$ cat src/rtl/fft_if_pkg.sv
// Shared types for the FFT host driver and the FFT control bench.
package fft_if_pkg;

   // Driver phase within one step: operand setup, strobe, post-strobe gap.
   typedef enum logic [2:0] {
      ST_IDLE,
      ST_SETUP,
      ST_PULSE,
      ST_GAP,
      ST_DONE
   } drv_state_t;

   // Step names in the order the FFT control expects them.
   typedef enum logic [3:0] {
      LD_REA, LD_IMA, LD_REB, LD_IMB, LD_REW, LD_IMW,
      COMPUTE,
      DSP_REZ, DSP_IMZ, DSP_REY, DSP_IMY
   } step_t;

   localparam logic [3:0] NUM_STEPS  = 4'd11;
   localparam logic [3:0] FIRST_DISP = 4'd7;

   // Longest phase sets the timer width.
   function automatic int max3(input int a, input int b, input int c);
      int m;
      m = (a > b) ? a : b;
      return (m > c) ? m : c;
   endfunction

endpackage

$ cat src/rtl/fft_step_timer.sv
// Loadable down-counter; zero_o marks the last cycle of the current phase.
module fft_step_timer #(
   parameter int W = 3
) (
   input  logic         Clock,
   input  logic         Reset,
   input  logic         load_i,
   input  logic [W-1:0] load_val_i,
   output logic         zero_o
);

   logic [W-1:0] cnt_q;

   // Reload on phase entry, otherwise count down and park at zero.
   always_ff @(posedge Clock or posedge Reset) begin
      if (Reset)                cnt_q <= '0;
      else if (load_i)          cnt_q <= load_val_i;
      else if (cnt_q != '0)     cnt_q <= cnt_q - 1'b1;
   end

   assign zero_o = (cnt_q == '0);

endmodule

$ cat src/rtl/fft_host_driver.sv
// Host-side sequencer: feeds one butterfly frame to the FFT over sw/ReadyIn
// and captures the four displayed result words from LED.
module fft_host_driver
   import fft_if_pkg::*;
#(
   parameter int n       = 8,
   parameter int SETUP   = 2,
   parameter int PULSE_W = 4,
   parameter int GAP     = 4
) (
   input  logic         Clock,
   input  logic         Reset,
   input  logic         start,
   input  logic [n-1:0] a_re,
   input  logic [n-1:0] a_im,
   input  logic [n-1:0] b_re,
   input  logic [n-1:0] b_im,
   input  logic [n-1:0] w_re,
   input  logic [n-1:0] w_im,
   output logic [n-1:0] sw,
   output logic         ReadyIn,
   input  logic [n-1:0] LED,
   output logic [n-1:0] z_re,
   output logic [n-1:0] z_im,
   output logic [n-1:0] y_re,
   output logic [n-1:0] y_im,
   output logic         busy,
   output logic         done
);

   localparam int TW = $clog2(max3(SETUP, PULSE_W, GAP) + 1);
   localparam logic [TW-1:0] LD_SETUP = TW'(SETUP - 1);
   localparam logic [TW-1:0] LD_PULSE = TW'(PULSE_W - 1);
   localparam logic [TW-1:0] LD_GAP   = TW'(GAP - 1);

   drv_state_t            state_q, state_d;
   logic [3:0]            step_q, step_d;
   logic [5:0][n-1:0]     ops_q, ops_d;
   logic [3:0][n-1:0]     res_q, res_d;
   logic [n-1:0]          sw_q, sw_d;
   logic                  rdy_q, rdy_d;
   logic                  tmr_load;
   logic [TW-1:0]         tmr_val;
   logic                  tmr_zero;
   logic [1:0]            disp_idx;

   fft_step_timer #(.W(TW)) u_tmr (
      .Clock      (Clock),
      .Reset      (Reset),
      .load_i     (tmr_load),
      .load_val_i (tmr_val),
      .zero_o     (tmr_zero)
   );

   assign disp_idx = 2'(step_q - FIRST_DISP);

   // State, step, operand latch, results and the registered bus outputs.
   always_ff @(posedge Clock or posedge Reset) begin
      if (Reset) begin
         state_q <= ST_IDLE;
         step_q  <= '0;
         ops_q   <= '0;
         res_q   <= '0;
         sw_q    <= '0;
         rdy_q   <= 1'b0;
      end else begin
         state_q <= state_d;
         step_q  <= step_d;
         ops_q   <= ops_d;
         res_q   <= res_d;
         sw_q    <= sw_d;
         rdy_q   <= rdy_d;
      end
   end

   // Phase sequencing; sw/ReadyIn are decoded from the next state so the
   // pins themselves come straight from flops.
   always_comb begin
      state_d  = state_q;
      step_d   = step_q;
      ops_d    = ops_q;
      res_d    = res_q;
      tmr_load = 1'b0;
      tmr_val  = '0;
      unique case (state_q)
         ST_IDLE: begin
            if (start) begin
               ops_d    = {w_im, w_re, b_im, b_re, a_im, a_re};
               step_d   = '0;
               state_d  = ST_SETUP;
               tmr_load = 1'b1;
               tmr_val  = LD_SETUP;
            end
         end
         ST_SETUP: begin
            if (tmr_zero) begin
               state_d  = ST_PULSE;
               tmr_load = 1'b1;
               tmr_val  = LD_PULSE;
            end
         end
         ST_PULSE: begin
            if (tmr_zero) begin
               state_d  = ST_GAP;
               tmr_load = 1'b1;
               tmr_val  = LD_GAP;
            end
         end
         ST_GAP: begin
            if (tmr_zero) begin
               if (step_q >= FIRST_DISP) res_d[disp_idx] = LED;
               if (step_q == NUM_STEPS - 4'd1) begin
                  state_d = ST_DONE;
               end else begin
                  step_d   = step_q + 4'd1;
                  state_d  = ST_SETUP;
                  tmr_load = 1'b1;
                  tmr_val  = LD_SETUP;
               end
            end
         end
         ST_DONE: state_d = ST_IDLE;
         default: state_d = ST_IDLE;
      endcase

      sw_d = '0;
      if ((state_d == ST_SETUP || state_d == ST_PULSE || state_d == ST_GAP) &&
          step_d <= 4'(LD_IMW))
         sw_d = ops_d[step_d[2:0]];
      rdy_d = (state_d == ST_PULSE);
   end

   assign sw      = sw_q;
   assign ReadyIn = rdy_q;
   assign z_re    = res_q[0];
   assign z_im    = res_q[1];
   assign y_re    = res_q[2];
   assign y_im    = res_q[3];
   assign busy    = (state_q != ST_IDLE);
   assign done    = (state_q == ST_DONE);

endmodule
$ cat config.mk
export PLATFORM = sky130hd
export DESIGN_NAME = fft_host_driver
export DESIGN_NICKNAME = d
export VERILOG_FILES = /design/src/rtl/fft_if_pkg.sv /design/src/rtl/fft_step_timer.sv /design/src/rtl/fft_host_driver.sv
export SDC_FILE = /design/constraint.sdc
export NUM_CORES = 1
export LEC_CHECK = 0
export ABC_AREA = 1
export BUFFER_PORTS_ARGS = -buffer_cell sky130_fd_sc_hd__buf_2
export CORE_MARGIN = 4
export CORE_UTILIZATION = 50
export CTS_CLUSTER_DIAMETER = 50
export CTS_CLUSTER_SIZE = 24
export DETAILED_ROUTE_END_ITERATION = 8
export PLACE_DENSITY = 0.74
export SLEW_MARGIN = 5
export SYNTH_ARGS = -nofsm -noshare
export SYNTH_HDL_FRONTEND = slang
export SYNTH_SLANG_ARGS = --single-unit
$ cat constraint.sdc
create_clock -name Clock -period 4.97 [get_ports Clock]
set_input_delay 0.497 -clock Clock [delete_from_list [all_inputs] [get_ports Clock]]
set_output_delay 0.497 -clock Clock [all_outputs]
set_load 0.02 [all_outputs]
==> flow_metrics.py <==
metrics = {
    "synth": {
        "synthSimpleGateAreaFrac_pct": 25.2,
        "synth-seq-area-share_pct": 53.5,
        "ys_ff_latch": 99,
        "synth_mux_area_share_pct": 7.78,
        "syn_inst": 513,
        "syn_nets": 580,
        "syn_area_mm2": 0.00463,
        "synth-xor-area-share_pct": 0,
        "synthAdderAreaFrac_pct": 2.16,
        "ys_types": 28,
        "synth_compound_area_share_pct": 4.32,
        "syn_avg_cell_area_um2": 9.03,
        "synth_top_family_by_area": "simple AND/OR/NAND/NOR gates",
        "yosys_warnings": 0,
    },
    "cts": {
        "cts.path.max_buffers": 2,
        "clkTransAtPathRegs_ps": 90,
        "cts_root_buf": "clkbuf_8",
        "cts_sinks": 99,
        "cts_setup_buffers": 0,
        "cts_resized": 0,
        "cts-htree-levels": 3,
        "numCtsBuffers": 9,
        "cts_hold_buf": 0,
        "clkLatencyLatePin_ps": 360,
        "cts_tree": "done",
    },
    "worst_setup_path": {
        "reg2reg_to": "sw[1]",
        "ff2ff_setup_slack_ps": 2140,
        "crit_fanout": 64,
        "end_kind": "flop",
        "critPathKind": "reg2reg",
        "arrival_ps": 3120,
        "reg2regPathDepth": 11,
        "r2r_start": "state_q[0]",
        "cp-start-kind": "flop",
        "cp.required_ps": 5260,
    },
    "final_layout": {
        "final_common_cell": "nand2_1",
        "layout_common_cells": "nand2_1, buf_2, dfrtp_1",
        "num_antenna_cells": 0,
        "drive_above_1_share_pct": 28.2,
        "area_growth_pct": 16.4,
        "layout.nets": 675,
        "stdcell_count": 721,
        "final_util_pct": 60.9,
        "design_area_mm2": 0.00539,
    },
    "sta": {
        "fin_crit_ps": 2830,
        "fin_hold_ws_ps": 139,
        "max_freq_mhz": 354,
        "final_hold_viol_count": 0,
        "finalSetupTns_ps": 0,
        "worst_slack_ps": 2140,
        "rsz0062_at_grt": "false",
        "min_period_over_period_pct": 56.9,
        "tightest_slew_ps": 1090,
        "relSlewSlack_pct": 27.4,
        "maxSlewViolCount": 0,
        "clock_skew_ps": 9.16,
        "setup_viol_count_final": 0,
    },
    "power": {
        "p_clk_share_pct": 38.2,
        "intPower_mw": 1.16,
        "pwr-share-seq_pct": 55.7,
        "power_density_mw_per_mm2": 278,
        "switching_power_mw": 0.337,
        "combPwrFrac_pct": 6.0,
        "p_total_mw": 1.50,
        "p_sw_share_pct": 22.5,
        "power_leakage_nw": 2.96,
        "vdd_drop_max_mv": 0.176,
    },
    "run_status": {
        "outcome": "finished clean",
    },
    "placed_design": {
        "port_buffers": 101,
        "pre_cts_ws_ps": 2110,
        "dpl_cell_area_mm2": 0.00517,
        "dp_hpwl_mm": 7.46,
        "dp.cells": 705,
        "gp_congestion": 0.878,
    },
    "global_routing": {
        "grt_max_degree": 65,
        "grt_usage_pct": 19.2,
        "overflow": 0,
        "antenna_found_initial": 0,
        "grt_pass1_vias": 3639,
        "grt_pass1_wl_mm": 17.2,
    },
    "floorplanning": {
        "die_x_um": 104,
        "coreArea_mm2": 0.00885,
        "start_util_pct": 52.4,
        "die_h_um": 104,
        "die_area_mm2": 0.0109,
        "row_count": 34,
        "ioPinCount": 102,
    },
    "route": {
        "wl_per_cell_um": 14.2,
        "first_pass_iters": 4,
        "vias_per_cell": 5.09,
        "post-route-drc-count": 0,
        "wl_mm": 10.2,
        "drtIter0Drc": 176,
        "num_vias": 3671,
        "ant_nets": 0,
    },
    "worst_hold_path": {
        "hp-class": "in2async",
    },
    "job": {
        "max-cap-violations": 0,
    },
}
-- routing by layer --
metal,GRT usage (%),share of wire [%],up-vias
li1,-,-,1816
met1,25.6,45,1725
met2,30.6,47,121
met3,5.90,6.7,9
met4,4.84,1.0,0
met5,0,0,-
-- synthesized netlist by cell type (all sizes together) --
master | n | area share [%]
o21bai | 1 | 0.16
nand3 | 62 | 6.9
nor2b | 1 | 0.14
or2 | 11 | 1.5
ha | 8 | 2.2
nor2 | 27 | 2.8
a21oi | 12 | 1.3
nor3 | 1 | 0.11
a211oi | 1 | 0.16
o21ai | 25 | 2.7
mux2 | 32 | 7.8
inv | 53 | 4.3
nand2 | 161 | 14
buf | 16 | 2.5
clkbuf | 3 | 0.24
dfrtp | 99 | 53
-- worst max-delay path, cell delays in order, from the launching register on --
cell	delay, ps
dfrtp_1	430
nor2_2	190
nand3_2	840
nand2_1	290
inv_1	100
nand2_4	230
nand2_4	220
nand2_1	130
nand3_1	80
nand2_1	60
nand2_1	60
nor2_1	110
-- power groups by stage --
stage	logic, mW	registers [mW]	clock network, mW
after CTS	0.0921	0.834	0.587
final	0.0904	0.834	0.572
after global placement	0.0893	0.850	0
after global routing	0.102	0.836	0.618
after floorplan	0.0387	0.857	0
after detailed placement	0.0919	0.850	0
-- area by class of cell --
class                           instances  area, um2
Tap cell                              108        135
Inverter                               53        204
Sequential cell                        99       2480
Multi-Input combinational cell        342       1830
Clock buffer                           10        138
Clock inverter                          6       87.6
Fill cell                             753       3460
Timing Repair Buffer                  103        520
-- sequential cells by signal (all words and copies together) (netlist names) --
signal       flops
sw               8
z_im             8
z_re             8
ReadyIn          1
y_im             8
state_q          3
step_q           4
u_tmr.cnt_q      3
ops_q           48
y_re             8
-- logic make-up (layout without fill, tap and decap cells) --
family / Yosys count / after routing
simple gates: 263 / 263
buf+inv: 72 / 172
mux: 32 / 32
compound gates: 39 / 39
fa+ha+maj: 8 / 8
flops: 99 / 99
-- worst max path at each step --
stage | from | to
global route | state_q[0] | sw[7]
floorplan | Reset | ReadyIn
finish | state_q[0] | sw[1]
detailed placement | state_q[0] | sw[2]
global placement | start | sw[2]
CTS | state_q[0] | sw[2]
(Power assumes the default switching activity.)
